`config.mk`:
```
export PLATFORM = sky130hd
export DESIGN_NAME = pkt_rr_arbiter_134b_flat
export DESIGN_NICKNAME = d
export VERILOG_FILES = /design/src/rtl/pkt_defs_pkg.sv /design/src/rtl/pkt_rr_arbiter_134b_if.sv /design/src/rtl/rr_pick.sv /design/src/rtl/pkt_rr_arbiter_134b.sv /design/src/flat_wrapper.sv
export SDC_FILE = /design/constraint.sdc
export NUM_CORES = 1
export LEC_CHECK = 0
export BUFFER_PORTS_ARGS = -buffer_cell sky130_fd_sc_hd__buf_2
export CORE_AREA = 2 2 369 371
export CTS_CLUSTER_DIAMETER = 30
export DETAILED_ROUTE_END_ITERATION = 8
export DIE_AREA = 0 0 371 373
export PLACE_DENSITY = 0.42
export SYNTH_ARGS = -nofsm -noshare
export SYNTH_HDL_FRONTEND = slang
export SYNTH_HIERARCHICAL = 1
export SYNTH_SLANG_ARGS = --single-unit
```
`constraint.sdc`:
```
create_clock -name clk -period 4.02 [get_ports clk]
set_input_delay 0.201 -clock clk [delete_from_list [all_inputs] [get_ports clk]]
set_output_delay 0.201 -clock clk [all_outputs]
set_load 0.02 [all_outputs]
```
`src/rtl/pkt_defs_pkg.sv`:
```
// Shared packet definitions for the 134b flit format.
// Flit layout: [133:132] tag, [131:128] last valid byte index, [127:0] payload.
// Tag bit 132 marks a packet's first flit, tag bit 133 marks its last flit.
package pkt_defs_pkg;

    localparam int DATA_W     = 134;
    localparam int LEN_W      = 16;

    localparam int TAG_HI     = 133;
    localparam int TAG_LO     = 132;
    localparam int LBI_HI     = 131;
    localparam int LBI_LO     = 128;
    localparam int PAYLOAD_HI = 127;

    localparam int TAIL_BIT   = 133;
    localparam int HEAD_BIT   = 132;

    localparam logic [1:0] TAG_HEAD = 2'b01;
    localparam logic [1:0] TAG_TAIL = 2'b10;
    localparam logic [1:0] TAG_BODY = 2'b00;

    typedef enum logic {
        ST_ARB,
        ST_XFER
    } arb_state_e;

    function automatic logic [DATA_W-1:0] make_flit(input logic [1:0]   tag,
                                                    input logic [3:0]   lbi,
                                                    input logic [127:0] payload);
        logic [DATA_W-1:0] f;
        f                   = '0;
        f[TAG_HI:TAG_LO]    = tag;
        f[LBI_HI:LBI_LO]    = lbi;
        f[PAYLOAD_HI:0]     = payload;
        return f;
    endfunction

endpackage

```
`src/rtl/pkt_rr_arbiter_134b_if.sv`:
```
// Bundle of the arbiter's packet-stream handshake signals.
//   in_valid/in_data/in_length/in_ready : N_PORTS source streams
//   out_valid/out_data/out_length/out_port/out_ready : merged stream
// master: the environment (sources and downstream consumer)
// slave : the arbiter
interface pkt_rr_arbiter_134b_if #(
    parameter int unsigned N_PORTS = 4,
    parameter int unsigned DATA_W  = 134,
    parameter int unsigned LEN_W   = 16
);
    localparam int unsigned PORT_W = $clog2(N_PORTS);

    logic [N_PORTS-1:0]        in_valid;
    logic [N_PORTS*DATA_W-1:0] in_data;
    logic [N_PORTS*LEN_W-1:0]  in_length;
    logic [N_PORTS-1:0]        in_ready;
    logic                      out_valid;
    logic [DATA_W-1:0]         out_data;
    logic [LEN_W-1:0]          out_length;
    logic [PORT_W-1:0]         out_port;
    logic                      out_ready;

    modport master (
        output in_valid, in_data, in_length, out_ready,
        input  in_ready, out_valid, out_data, out_length, out_port
    );

    modport slave (
        input  in_valid, in_data, in_length, out_ready,
        output in_ready, out_valid, out_data, out_length, out_port
    );

endinterface

```
`src/rtl/rr_pick.sv`:
```
// Combinational round-robin priority encoder.
//   req        : request vector
//   last_grant : index granted last time; scanning starts one above it
//   grant      : first requester found scanning upward with wrap-around
//   any        : at least one request is set
module rr_pick #(
    parameter int unsigned N = 4,
    parameter int unsigned W = $clog2(N)
) (
    input  logic [N-1:0] req,
    input  logic [W-1:0] last_grant,
    output logic [W-1:0] grant,
    output logic         any
);
    logic [W-1:0] idx;

    always_comb begin
        grant = '0;
        any   = 1'b0;
        idx   = '0;
        for (int unsigned i = 1; i <= N; i++) begin
            idx = W'((32'(last_grant) + i) % N);
            if (!any && req[idx]) begin
                any   = 1'b1;
                grant = idx;
            end
        end
    end

endmodule

```
`src/rtl/pkt_rr_arbiter_134b.sv`:
```
// Packet-granular round-robin arbiter: merges N_PORTS 134b packet streams
// into one, holding a grant from a packet's first flit to its tail flit.
//   clk, rst_n : clock, asynchronous active-low reset
//   bus        : stream handshakes (slave side of pkt_rr_arbiter_134b_if)
//   cnt_pkt    : per-port forwarded packet count, 32b per port
//   cnt_err    : per-port count of first flits lacking the head bit, 16b per port
module pkt_rr_arbiter_134b #(
    parameter int unsigned N_PORTS = 4,
    parameter int unsigned DATA_W  = 134,
    parameter int unsigned LEN_W   = 16
) (
    input  logic                   clk,
    input  logic                   rst_n,
    pkt_rr_arbiter_134b_if.slave   bus,
    output logic [N_PORTS*32-1:0]  cnt_pkt,
    output logic [N_PORTS*16-1:0]  cnt_err
);
    import pkt_defs_pkg::*;

    localparam int unsigned PORT_W = $clog2(N_PORTS);

    arb_state_e        state_q, state_d;
    logic [PORT_W-1:0] grant_q, grant_d;
    logic [PORT_W-1:0] last_grant_q, last_grant_d;
    logic              first_flit_q, first_flit_d;
    logic              out_valid_q, out_valid_d;
    logic [DATA_W-1:0] out_data_q, out_data_d;
    logic [LEN_W-1:0]  out_length_q, out_length_d;
    logic [PORT_W-1:0] out_port_q, out_port_d;
    logic [31:0]       cnt_pkt_q [N_PORTS];
    logic [31:0]       cnt_pkt_d [N_PORTS];
    logic [15:0]       cnt_err_q [N_PORTS];
    logic [15:0]       cnt_err_d [N_PORTS];

    logic [DATA_W-1:0]  flit_arr [N_PORTS];
    logic [LEN_W-1:0]   len_arr  [N_PORTS];
    logic [DATA_W-1:0]  cur_flit;
    logic [LEN_W-1:0]   cur_len;
    logic [PORT_W-1:0]  pick_grant;
    logic               pick_any;
    logic               slot_free;
    logic               in_xfer;
    logic [N_PORTS-1:0] in_ready;

    for (genvar g = 0; g < N_PORTS; g++) begin : g_port
        assign flit_arr[g]          = bus.in_data[g*DATA_W +: DATA_W];
        assign len_arr[g]           = bus.in_length[g*LEN_W +: LEN_W];
        assign cnt_pkt[g*32 +: 32]  = cnt_pkt_q[g];
        assign cnt_err[g*16 +: 16]  = cnt_err_q[g];
    end

    rr_pick #(.N(N_PORTS), .W(PORT_W)) u_rr_pick (
        .req        (bus.in_valid),
        .last_grant (last_grant_q),
        .grant      (pick_grant),
        .any        (pick_any)
    );

    assign cur_flit  = flit_arr[grant_q];
    assign cur_len   = len_arr[grant_q];
    // The output slice can take a flit when empty or draining this cycle.
    assign slot_free = !out_valid_q || bus.out_ready;
    assign in_xfer   = (state_q == ST_XFER) && bus.in_valid[grant_q] && slot_free;

    always_ff @(posedge clk or negedge rst_n) begin
        if (!rst_n) begin
            state_q      <= ST_ARB;
            grant_q      <= '0;
            last_grant_q <= PORT_W'(N_PORTS - 1);
            first_flit_q <= 1'b0;
            out_valid_q  <= 1'b0;
            out_data_q   <= '0;
            out_length_q <= '0;
            out_port_q   <= '0;
            cnt_pkt_q    <= '{default: '0};
            cnt_err_q    <= '{default: '0};
        end else begin
            state_q      <= state_d;
            grant_q      <= grant_d;
            last_grant_q <= last_grant_d;
            first_flit_q <= first_flit_d;
            out_valid_q  <= out_valid_d;
            out_data_q   <= out_data_d;
            out_length_q <= out_length_d;
            out_port_q   <= out_port_d;
            cnt_pkt_q    <= cnt_pkt_d;
            cnt_err_q    <= cnt_err_d;
        end
    end

    always_comb begin
        state_d      = state_q;
        grant_d      = grant_q;
        last_grant_d = last_grant_q;
        first_flit_d = first_flit_q;
        unique case (state_q)
            ST_ARB: begin
                if (pick_any) begin
                    grant_d      = pick_grant;
                    first_flit_d = 1'b1;
                    state_d      = ST_XFER;
                end
            end
            ST_XFER: begin
                if (in_xfer) begin
                    first_flit_d = 1'b0;
                    if (cur_flit[TAIL_BIT]) begin
                        last_grant_d = grant_q;
                        state_d      = ST_ARB;
                    end
                end
            end
        endcase
    end

    always_comb begin
        in_ready = '0;
        if (state_q == ST_XFER) begin
            in_ready[grant_q] = slot_free;
        end
    end

    always_comb begin
        out_valid_d  = out_valid_q;
        out_data_d   = out_data_q;
        out_length_d = out_length_q;
        out_port_d   = out_port_q;
        cnt_pkt_d    = cnt_pkt_q;
        cnt_err_d    = cnt_err_q;
        if (out_valid_q && bus.out_ready) begin
            out_valid_d = 1'b0;
        end
        if (in_xfer) begin
            out_valid_d = 1'b1;
            out_data_d  = cur_flit;
            if (first_flit_q) begin
                out_length_d = cur_len;
                out_port_d   = grant_q;
                // Malformed first flit is counted but still forwarded.
                if (!cur_flit[HEAD_BIT]) begin
                    cnt_err_d[grant_q] = cnt_err_q[grant_q] + 16'd1;
                end
            end
            if (cur_flit[TAIL_BIT]) begin
                cnt_pkt_d[grant_q] = cnt_pkt_q[grant_q] + 32'd1;
            end
        end
    end

    assign bus.in_ready   = in_ready;
    assign bus.out_valid  = out_valid_q;
    assign bus.out_data   = out_data_q;
    assign bus.out_length = out_length_q;
    assign bus.out_port   = out_port_q;

endmodule

```
`src/flat_wrapper.sv`:
```
// flat-port wrapper written by rule: the top's interface ports become plain ports
module pkt_rr_arbiter_134b_flat import pkt_defs_pkg::*;
#(
    parameter int unsigned N_PORTS = 4,
    parameter int unsigned DATA_W  = 134,
    parameter int unsigned LEN_W   = 16
)
  (clk, rst_n, cnt_pkt, cnt_err, bus_in_valid, bus_in_data, bus_in_length, bus_out_ready, bus_in_ready, bus_out_valid, bus_out_data, bus_out_length, bus_out_port);
  pkt_rr_arbiter_134b_if #(.N_PORTS(N_PORTS), .DATA_W(DATA_W), .LEN_W(LEN_W)) bus_i ();
  input  logic clk;
  input  logic rst_n;
  output logic [N_PORTS*32-1:0] cnt_pkt;
  output logic [N_PORTS*16-1:0] cnt_err;
  input wire logic [$bits(bus_i.in_valid)-1:0] bus_in_valid;
  input wire logic [$bits(bus_i.in_data)-1:0] bus_in_data;
  input wire logic [$bits(bus_i.in_length)-1:0] bus_in_length;
  input wire logic [$bits(bus_i.out_ready)-1:0] bus_out_ready;
  output wire logic [$bits(bus_i.in_ready)-1:0] bus_in_ready;
  output wire logic [$bits(bus_i.out_valid)-1:0] bus_out_valid;
  output wire logic [$bits(bus_i.out_data)-1:0] bus_out_data;
  output wire logic [$bits(bus_i.out_length)-1:0] bus_out_length;
  output wire logic [$bits(bus_i.out_port)-1:0] bus_out_port;
  assign bus_i.in_valid = bus_in_valid;
  assign bus_i.in_data = bus_in_data;
  assign bus_i.in_length = bus_in_length;
  assign bus_i.out_ready = bus_out_ready;
  assign bus_in_ready = bus_i.in_ready;
  assign bus_out_valid = bus_i.out_valid;
  assign bus_out_data = bus_i.out_data;
  assign bus_out_length = bus_i.out_length;
  assign bus_out_port = bus_i.out_port;
  pkt_rr_arbiter_134b #(.N_PORTS(N_PORTS), .DATA_W(DATA_W), .LEN_W(LEN_W)) u_core (.clk(clk), .rst_n(rst_n), .bus(bus_i), .cnt_pkt(cnt_pkt), .cnt_err(cnt_err));
endmodule
```
==> results.sh, run 1 <==
export IMPL_routedWlPerCell_um=24.5
export IMPL_reg2reg_from="u_core/grant_q[0]"
export IMPL_yosys_warnings=6
export IMPL_final_nets=3392
export IMPL_synth_area_leader_cell="dfrtp_1"
export IMPL_final_common_cell="buf_2"
export IMPL_fillCellCount=14400
export IMPL_rsz0062_at_grt="false"
export IMPL_die_h_um=373
export IMPL_reg2reg_to="u_core/bus.out_data[3]"
export IMPL_fin_crit_sh_pct=91.0
export IMPL_required_ns=4.62
export IMPL_dpl_cell_count=4134
export IMPL_fp_coreArea_sq_um=135000
export IMPL_pre_cts_slack_ns=0.562
export IMPL_fin_crit_ns=3.66
export IMPL_synthDistinctLibCells=54
export IMPL_cts_clk_slew_worst_paths_ns=0.04
export IMPL_worst_slack_ns=0.364
export IMPL_finalMaxSlewViolations=0
export IMPL_synth_edf_count=0
export IMPL_grt_pass1_vias=19900
export IMPL_power_leakage_uw=0.0152
export IMPL_cts_setup_buffers=0
export IMPL_portBuffers=955
export IMPL_die_x_um=371
export IMPL_grt_pass1_wl_mm=156
export IMPL_first_pass_iters=5
export IMPL_cts_buffers=130
export IMPL_gp_congestion=0.890
export IMPL_cts_sinks=351
export IMPL_grt_max_degree=107
export IMPL_postLayoutCoreUtil_pct=25.0
export IMPL_crit_start="u_core/grant_q[0]"
export IMPL_post_layout_nonfiller_instances=4677
export IMPL_cp_end_kind="flip-flop"
export IMPL_power_density_nw_per_um2=853
export IMPL_mostFrequentLayoutCells="954 x buf_2, 347 x dfrtp_1, 298 x dlygate4sd3_1"
export IMPL_setup_viol=0
export IMPL_r2r_slack_ns=0.36
export IMPL_netlist_instances=1471
export IMPL_cp_arrival_ns=4.25
export IMPL_hpwl_mm=89.3
export IMPL_gr_usage_all_layers_pct=16.0
export IMPL_min_path_type="in -> reg"
export IMPL_crit_end="u_core/bus.out_data[3]"
export IMPL_initial_utilization_pct=14.3
export IMPL_cap_violations=0
export IMPL_overflow=0
export IMPL_fin_area_sq_um=33700
export IMPL_dieArea_sq_um=138000
export IMPL_io_pins=956
export IMPL_ys_seq_area_share_pct=45.7
export IMPL_ant_nets=0
export IMPL_outcome="complete, no violations"
export IMPL_ir_worst_vdd_uv=510
export IMPL_syn_area_sq_um=19200
export IMPL_rows=135
export IMPL_cts_tree="done"
export IMPL_max_slew_margin_pct=39.0
export IMPL_placed_area_sq_um=26200
export IMPL_viasPerCell=4.14
export IMPL_first_iter_violations=1321
export IMPL_r2r_cells=5
export IMPL_htree_levels=4
export IMPL_cp_max_fo=38
export IMPL_synth_avg_cell_area_sq_um=13.1
export IMPL_synth_area_leaders="dfrtp_1 45%, mux4_2 21%, mux2_2 9.4%"
export IMPL_clk_latency_ns=0.71
export IMPL_fmax_mhz=274
export IMPL_fin_skew_ns=0.0290
export IMPL_synth_ff_type="dfrtp_1"
export IMPL_cts_resized=0
export IMPL_drive_above_1_share_pct=54.8
export IMPL_remaining_drc_errors=0
export IMPL_syn2layout_area_growth_pct=75.0
export IMPL_vias=19400
export IMPL_postRouteWirelength_mm=114
export IMPL_ys_async_sr_fraction_pct=100
export IMPL_fin_tns_setup_ns=0
export IMPL_clock_path_buffers=3
export IMPL_worst_slew_pin_slew_ns=0.907
export IMPL_ys_ff_latch=351
export IMPL_antenna_found_initial=57
export IMPL_clockRootBuffer="clkbuf_16"
export IMPL_cts_hold_buf=298
export IMPL_crit_type="reg -> reg"
export IMPL_hold_viol=0
export IMPL_hp_start="bus_in_data[70]"
export IMPL_yosysTopAreaCellShare_pct=45.4
export IMPL_start_kind="flip-flop"
export IMPL_synth_nets=2080
-- cell usage after synthesis (6+ instances only) --
cell type	instances
mux4_1	20
buf_2	34
a21oi_1	63
nand2_1	132
nand4_1	19
nor4_1	11
o21ai_0	61
and4_1	6
mux2_2	161
nor2_1	95
nand4b_1	8
dfrtp_1	349
a31oi_1	21
a211o_1	12
clkbuf_1	67
and3_1	6
xnor2_1	23
buf_1	10
nand3_1	54
mux4_2	178
nor3_1	15
o211ai_1	24
o311ai_0	8
nand2b_1	6
or4_1	29
-- state kept, by name, summed over array words and instances, names as in the netlist --
signal	flops
u_core/bus.out_data	134
u_core/bus.out_length	16
u_core/bus.out_port	2
u_core/bus.out_valid	1
u_core/cnt_err	64
u_core/cnt_pkt	128
u_core/first_flit_q	1
u_core/grant_q	2
u_core/last_grant_q	2
u_core/state_q	1
-- report_power, final --
group	total [uW]	internal [uW]	switching (uW)	leakage, uW
Combinational	12600	5790	6790	0.00865
Sequential	6010	4890	1120	0.00438
Clock	10100	7050	3080	0.00220
Total	28700	17700	11000	0.0152
-- layout make-up --
cell class                 count  area (sq um)  area share (%)
antenna                       11          27.5          0.0818
clock buffer                 186          3830            11.4
clock inverter                48           672            2.00
tap                         1781          2230            6.62
sequential                   351          8790            26.1
multi-input combinational    995          9900            29.4
timing repair buffer        1300          8200            24.4
inverter                       5          18.8          0.0557
-- worst max-delay path: stages (launching register included) --
cell	delay [ns]
dfrtp_4	0.77
buf_4	0.50
buf_4	0.67
mux4_2	0.60
dlygate4sd3_1	0.61
mux2_2	0.27
-- how the worst min path moves through the flow --
stage	to	slack, ns	depth (start not counted)
after detailed placement	u_core/cnt_pkt[5]	0.37	1
after global routing	u_core/bus.out_data[70]	0.03	3
after CTS	u_core/bus.out_data[70]	0.004	3
after global placement	u_core/cnt_pkt[9]	0.37	1
after floorplan	u_core/bus.out_data[0]	-0.09	0
final	u_core/bus.out_data[70]	0.06	3
-- per-layer routing --
layer	GRT usage (%)	share of wire [%]
met2	24.9	46
met4	6.09	3.1
met3	5.54	8.6
met5	0	0.10
met1	20.2	42
-- cell families (layout without fill, tap and decap cells) --
kind of cell / Yosys count / in the layout / share of synthesized area [%]
buffers and inverters: 125 / 1539 / 3.13
AOI/OAI and AO/OA: 201 / 201 / 6.29
other: 0 / 11 / 0
DFF: 351 / 351 / 45.7
and+or+nand+nor: 401 / 401 / 10.3
adders and majority gates: 2 / 2 / 0.130
muxes: 363 / 363 / 33.2
xor gates and xnor gates: 28 / 28 / 1.28
-- metrics by stage --
stage	hold slack [ns]	power, uW
5_1_grt	0.0275	30200
2_1_floorplan	-0.0946	12900
3_5_place_dp	0.375	17600
6_report	0.0621	28700
3_3_place_gp	0.373	17600
4_1_cts	0.00408	29200
(Power assumes the default switching activity.)
==> run 2, diff against run 1 <==
BUFFER_PORTS_ARGS = -buffer_cell sky130_fd_sc_hd__buf_4   (was -buffer_cell sky130_fd_sc_hd__buf_2)
==> run 2 against run 1 <==
Compared with the run above: utilization rose by 1.5 points; routed wire length rose by 2.0%; clock power barely moved; hold slack improved by 0.011 ns; maximum frequency rose by 1.2%; clock skew rose by 0.028 ns; setup slack improved by 0.044 ns; global-route usage rose by 0.18 points; largest cell class is now buffers; highest routed layer unchanged; combinational power rose by 7%.
==> results.sh, run 2 (synthesis gave the netlist of run 1 again) <==
export IMPL_gp_congestion=0.869
export IMPL_hold_path_endpoint="u_core/bus.out_length[5]"
export IMPL_hp_start="bus_in_length[5]"
export IMPL_r2r_slack_ns=0.41
export IMPL_seq_area_sq_um=8790
export IMPL_die_x_um=371
export IMPL_comb_power_share_pct=46.0
export IMPL_timing_critical_path_cells="buf_4 > buf_4 > mux4_2 > dlygate4sd3_1 > mux2_2"
export IMPL_fmax_mhz=277
export IMPL_post_layout_nonfiller_instances=4650
export IMPL_htree_levels=3
export IMPL_portBuffers=955
export IMPL_remaining_drc_errors=0
export IMPL_min_path_type="in -> reg"
export IMPL_worst_slew_pin_slew_ns=0.919
export IMPL_p_sw_share_pct=36.9
export IMPL_setup_viol=0
export IMPL_vias=19200
export IMPL_fin_skew_ns=0.0567
export IMPL_crit_type="reg -> reg"
export IMPL_cts_sinks=351
export IMPL_routedWlPerCell_um=25.1
export IMPL_cp_max_fo=43
export IMPL_clock_path_buffers=3
export IMPL_hpwl_mm=92.2
export IMPL_fillCellCount=14200
export IMPL_ir_worst_vdd_uv=387
export IMPL_start_kind="flip-flop"
export IMPL_cp_end_kind="flip-flop"
export IMPL_p_int_uw=18500
export IMPL_fp_coreArea_sq_um=135000
export IMPL_final_nets=3365
export IMPL_cp_arrival_ns=4.18
export IMPL_gr_usage_all_layers_pct=16.2
export IMPL_critical_path_top_delay_family="buffers and inverters"
export IMPL_slowest_delay_ns=0.69
export IMPL_fin_crit_sh_pct=89.9
export IMPL_required_ns=4.59
export IMPL_power_leakage_uw=0.0158
export IMPL_dieArea_sq_um=138000
export IMPL_reg2reg_to="u_core/bus.out_data[87]"
export IMPL_rsz0062_at_grt="false"
export IMPL_cpMaxStageDelayCell="dfrtp_4"
export IMPL_mostFrequentLayoutCells="992 x buf_4, 347 x dfrtp_1, 284 x dlygate4sd3_1"
export IMPL_first_iter_violations=1192
export IMPL_r2r_cells=5
export IMPL_finalMaxSlewViolations=0
export IMPL_antenna_found_initial=41
export IMPL_power_density_nw_per_um2=822
export IMPL_postRouteWirelength_mm=117
export IMPL_syn2layout_area_growth_pct=85.8
export IMPL_final_common_cell="buf_4"
export IMPL_fin_crit_ns=3.61
export IMPL_viasPerCell=4.12
export IMPL_first_pass_iters=5
export IMPL_outcome="complete, no violations"
export IMPL_postLayoutCoreUtil_pct=26.5
export IMPL_cts_clk_slew_worst_paths_ns=0.04
export IMPL_initial_utilization_pct=14.3
export IMPL_clk_latency_ns=0.72
export IMPL_drive_above_1_share_pct=54.7
export IMPL_grt_pass1_vias=19700
export IMPL_cts_buffers=118
export IMPL_dpl_cell_count=4133
export IMPL_io_pins=956
export IMPL_cap_violations=0
export IMPL_clockRootBuffer="clkbuf_16"
export IMPL_rows=135
export IMPL_reg2reg_from="u_core/grant_q[1]"
export IMPL_hold_viol=0
export IMPL_overflow=0
export IMPL_fin_tns_setup_ns=0
export IMPL_pwr_share_seq_pct=20.5
export IMPL_pre_cts_slack_ns=0.774
export IMPL_worst_slack_ns=0.408
export IMPL_pwr_share_clk_pct=33.5
export IMPL_max_slew_margin_pct=38.7
export IMPL_multi_input_comb_area_sq_um=9900
export IMPL_cts_tree="done"
export IMPL_min_path_cells=3
export IMPL_critical_path_most_common_cell="buf_4"
export IMPL_switching_power_uw=10800
export IMPL_ant_nets=0
export IMPL_largest_register_ffs=134
export IMPL_grt_pass1_wl_mm=158
export IMPL_die_h_um=373
export IMPL_cp_num_buf_inv=3
export IMPL_grt_max_degree=106
-- run 2: cell count changes in the layout (fill, tap and decap cells not counted), moves of 3 or more --
cell	delta
buf_2	-954
buf_4	+951
bufinv_16	+12
clkbuf_1	+5
clkbuf_16	-14
clkbuf_8	-6
clkinv_2	-3
dlygate4sd3_1	-14
inv_16	-3
-- run 2: worst max path at each step --
stage / depth (start not counted) / to / slack (ns) / start
after global placement: 5 / u_core/cnt_err[1] / 0.83 / u_core/grant_q[0]
after CTS: 5 / u_core/bus.out_data[87] / 0.42 / u_core/grant_q[1]
after floorplan: 12 / u_core/cnt_pkt[62] / 1.02 / u_core/grant_q[0]
final: 5 / u_core/bus.out_data[87] / 0.41 / u_core/grant_q[1]
after detailed placement: 6 / u_core/cnt_pkt[125] / 0.77 / u_core/grant_q[0]
after global routing: 5 / u_core/bus.out_data[87] / 0.35 / u_core/grant_q[1]
-- run 2: power groups by stage --
stage,sequential (uW),clock [uW],combinational [uW]
6_report,6030,9830,13500
5_1_grt,6200,10300,14300
4_1_cts,6040,10000,13800
3_5_place_dp,6050,0,12500
3_3_place_gp,6020,0,12600
2_1_floorplan,7140,0,5800
-- run 2: worst min-delay path: cells and delay by family --
family                 cells  cell delay (ns)
buffers and inverters      1             0.08
muxes                      2             0.42
-- run 2: per-stage QoR --
stage,hold WS (ns),total power (uW),instance area [sq um]
finish,0.0734,29400,35700
CTS,0.00000339,29800,35700
global placement,0.365,18600,28600
floorplan,-0.0946,12900,19200
detailed placement,0.363,18600,28600
global route,0.000275,30800,35700
-- run 2: what timing repair did --
action / CTS / global route
hold endpoints to repair: 236 / 1
hold buffers: 283 / 1
resized for setup: 0 / 0
buffers inserted: 0 / 0
-- run 2: layout make-up --
| class | instances | share of cell area [%] |
|---|---|---|
| flip-flops and latches | 351 | 24.6 |
| clock buffers | 171 | 9.55 |
| multi-input cells | 995 | 27.7 |
| repair buffers | 1285 | 29.3 |
| inverters | 5 | 0.0525 |
| diodes | 12 | 0.0840 |
| well taps | 1781 | 6.24 |
| clock inverters | 50 | 2.48 |
-- run 2: layer usage --
metal | routed length (um) | track usage (%) | share of wire, % | vias up
li1 | - | - | - | 8352
met1 | 49300 | 20.7 | 42 | 9701
met2 | 54800 | 25.6 | 47 | 928
met3 | 9530 | 5.00 | 8.2 | 166
met4 | 3050 | 5.32 | 2.6 | 20
met5 | 122 | 0 | 0.10 | -
==> run 3, diff against run 2 <==
ABC_AREA = 1   (was not set)
CORE_AREA = 2 2 370 372   (was 2 2 369 371)
DIE_AREA = 0 0 372 374   (was 0 0 371 373)
TNS_END_PERCENT = 50   (was not set)
clock period = 4.7 ns   (was 4.02 ns; I/O delays follow)
==> run 3 against run 2 <==
Compared with the run above: clock power shrank 13%; sequential share of layout area about the same; via count rose by 27%; combinational power fell by 15%; largest power group unchanged; highest routed layer unchanged.
==> results.sh, run 3 <==
export IMPL_outcome="complete, no violations"
export IMPL_first_iter_violations=1855
export IMPL_synth_simple_area_share_pct=34.8
export IMPL_timing_critical_path_cells="buf_4 > inv_4 > nor2_4 > buf_4 > nand2_1 > nand3_1 > dlygate4sd3_1 > nand2_4 > nor2_8 > inv_2 > nand2_1 > o21ai_0"
export IMPL_ir_worst_vdd_uv=452
export IMPL_crit_start="u_core/grant_q[1]"
export IMPL_netlist_top_cells_count="1199 x nand2_1, 349 x dfrtp_1, 206 x nor2_1"
export IMPL_grt_pass1_wl_mm=196
export IMPL_cp_num_buf_inv=5
export IMPL_required_ns=5.22
export IMPL_gp_congestion=0.973
export IMPL_cp_end_kind="flip-flop"
export IMPL_final_nets=4458
export IMPL_synthDistinctLibCells=37
export IMPL_fmax_mhz=230
export IMPL_fillCellCount=14900
export IMPL_clockRootBuffer="clkbuf_16"
export IMPL_worst_slew_pin_slew_ns=1.13
export IMPL_vias=24400
export IMPL_postRouteWirelength_mm=145
export IMPL_rsz0062_at_grt="false"
export IMPL_netlist_instances=2596
export IMPL_reg2reg_from="u_core/grant_q[1]"
export IMPL_routedWlPerCell_um=25.3
export IMPL_r2r_cells=12
export IMPL_fin_tns_setup_ns=0
export IMPL_critical_path_top_delay_family="buffers and inverters"
export IMPL_viasPerCell=4.25
export IMPL_ys_seq_area_share_pct=45.3
export IMPL_syn2layout_area_growth_pct=84.5
export IMPL_setup_viol=0
export IMPL_power_density_nw_per_um2=693
export IMPL_cts_clk_slew_worst_paths_ns=0.04
export IMPL_reg2reg_to="u_core/cnt_pkt[96]"
export IMPL_largest_register_ffs=134
export IMPL_synth_nets=3205
export IMPL_mostFrequentLayoutCells="1199 x nand2_1, 974 x buf_4, 348 x dfrtp_1"
export IMPL_ys_ff_latch=351
export IMPL_die_x_um=372
export IMPL_remaining_drc_errors=0
export IMPL_cts_tree="done"
export IMPL_fin_crit_ns=4.36
export IMPL_grt_pass1_vias=24400
export IMPL_fp_coreArea_sq_um=135000
export IMPL_cts_sinks=351
export IMPL_synth_ff_type="dfrtp_1"
export IMPL_synth_edf_count=0
export IMPL_antenna_found_initial=33
export IMPL_overflow=0
export IMPL_fin_skew_ns=0.0777
export IMPL_cts_setup_buffers=0
export IMPL_synth_avg_cell_area_sq_um=7.47
export IMPL_synth_top_family_by_area="simple AND/OR/NAND/NOR gates"
export IMPL_ys_async_sr_fraction_pct=100
export IMPL_die_h_um=374
export IMPL_clk_latency_ns=0.75
export IMPL_ant_nets=0
export IMPL_worst_slack_ns=0.344
export IMPL_synth_area_leader_cell="dfrtp_1"
export IMPL_synthAdderAreaFrac_pct=0.129
export IMPL_r2r_slack_ns=0.34
export IMPL_postLayoutCoreUtil_pct=26.5
export IMPL_finalMaxSlewViolations=0
export IMPL_max_slew_margin_pct=24.4
export IMPL_cap_violations=0
export IMPL_synth_xor_area_share_pct=0.542
export IMPL_cts_buffers=121
export IMPL_slowest_delay_ns=0.61
export IMPL_drive_above_1_share_pct=31.6
export IMPL_portBuffers=955
export IMPL_cpMaxStageDelayCell="dfrtp_1"
export IMPL_clock_path_buffers=3
export IMPL_initial_utilization_pct=14.4
export IMPL_htree_levels=3
export IMPL_synth_most_common_cell="nand2_1"
export IMPL_rows=135
export IMPL_pre_cts_slack_ns=0.912
export IMPL_fin_crit_sh_pct=92.7
export IMPL_cp_arrival_ns=4.88
export IMPL_synth_compound_area_share_pct=13.9
export IMPL_min_path_type="in -> async"
export IMPL_io_pins=956
export IMPL_final_common_cell="nand2_1"
export IMPL_yosys_warnings=6
export IMPL_syn_area_sq_um=19400
export IMPL_cp_max_fo=44
export IMPL_yosysTopAreaCellShare_pct=45.1
export IMPL_gr_usage_all_layers_pct=20.1
export IMPL_power_leakage_uw=0.0172
export IMPL_muxShareOfSynthArea_pct=0
export IMPL_crit_type="reg -> reg"
export IMPL_hold_viol=0
export IMPL_dieArea_sq_um=139000
export IMPL_hpwl_mm=112
export IMPL_start_kind="flip-flop"
export IMPL_first_pass_iters=5
export IMPL_grt_max_degree=149
export IMPL_synth_area_leaders="dfrtp_1 45%, nand2_1 23%, a41oi_1 6.0%"
==> run 3: changes by cell type after synthesis, sizes merged, moves of 52 or more <==
cell	previous run	this run
nand2	133	1220
mux4	198	0
mux2	161	0
a22oi	0	150
nor2	95	231
a41oi	0	132
nand3	56	184
inv	5	69
a21oi	64	12
==> run 3: how the worst max path moves through the flow <==
stage | depth (start not counted) | end | slack, ns
after global placement | 11 | u_core/cnt_pkt[96] | 0.94
after global routing | 12 | u_core/cnt_pkt[102] | 0.1
after detailed placement | 11 | u_core/cnt_pkt[96] | 0.91
after floorplan | 16 | u_core/cnt_pkt[112] | 2.54
after CTS | 12 | u_core/cnt_pkt[96] | 0.30
final | 12 | u_core/cnt_pkt[96] | 0.34
==> run 3: cell families (layout without fill, tap and decap cells) <==
logic type / count (synthesis) / count (layout)
DFF: 351 / 351
buffers and inverters: 224 / 1577
other: 0 / 13
and+or+nand+nor: 1650 / 1650
xor gates and xnor gates: 12 / 12
AOI/OAI and AO/OA: 357 / 357
adders and majority gates: 2 / 2
==> run 3: area by class of cell <==
cell class,count,area (sq um),share of cell area [%]
Timing Repair Buffer,1285,10500,29.4
Inverter,69,267,0.745
Antenna cell,13,32.5,0.0910
Tap cell,1781,2230,6.23
Multi-Input combinational cell,2021,9570,26.8
Sequential cell,351,8790,24.6
Clock buffer,177,3570,9.98
Clock inverter,46,812,2.27
==> run 3: timing repair <==
item | CTS | global route
hold buffers | 303 | 0
resized for setup | 0 | 0
hold endpoints to repair | 232 | 0
==> run 3: metal layers <==
metal	vias up	GRT usage, %	routed length (um)
li1	11200	-	-
met4	18	8.06	5540
met3	216	5.28	10600
met5	-	0	115
met1	11900	24.7	60000
met2	1031	33.2	69000
==> run 3: through the flow <==
stage               cells  power [uW]  cell area [sq um]  hold WS [ns]
detailed placement   5204       14500              28300         0.320
floorplan            2596        9490              19400       -0.0606
global route         5739       26000              35700         0.147
CTS                  5730       25000              35700        0.0840
global placement     5203       14600              28300         0.322
finish               5743       24800              35800         0.118
==> run 3: power by group <==
part / internal (uW) / switching [uW] / leakage [uW]
Sequential: 3930 / 773 / 0.00445
Clock: 6110 / 2480 / 0.00215
Combinational: 4370 / 7120 / 0.0106
Total: 14400 / 10400 / 0.0172
==> run 3: worst reg2reg max path, cell delays in order (launching register included) <==
cell and delay (ns):
dfrtp_1 0.61, buf_4 0.50, inv_4 0.07, nor2_4 0.13, buf_4 0.55, nand2_1 0.15, nand3_1 0.11, dlygate4sd3_1 0.59
nand2_4 0.17, nor2_8 0.48, inv_2 0.52, nand2_1 0.17, o21ai_0 0.09
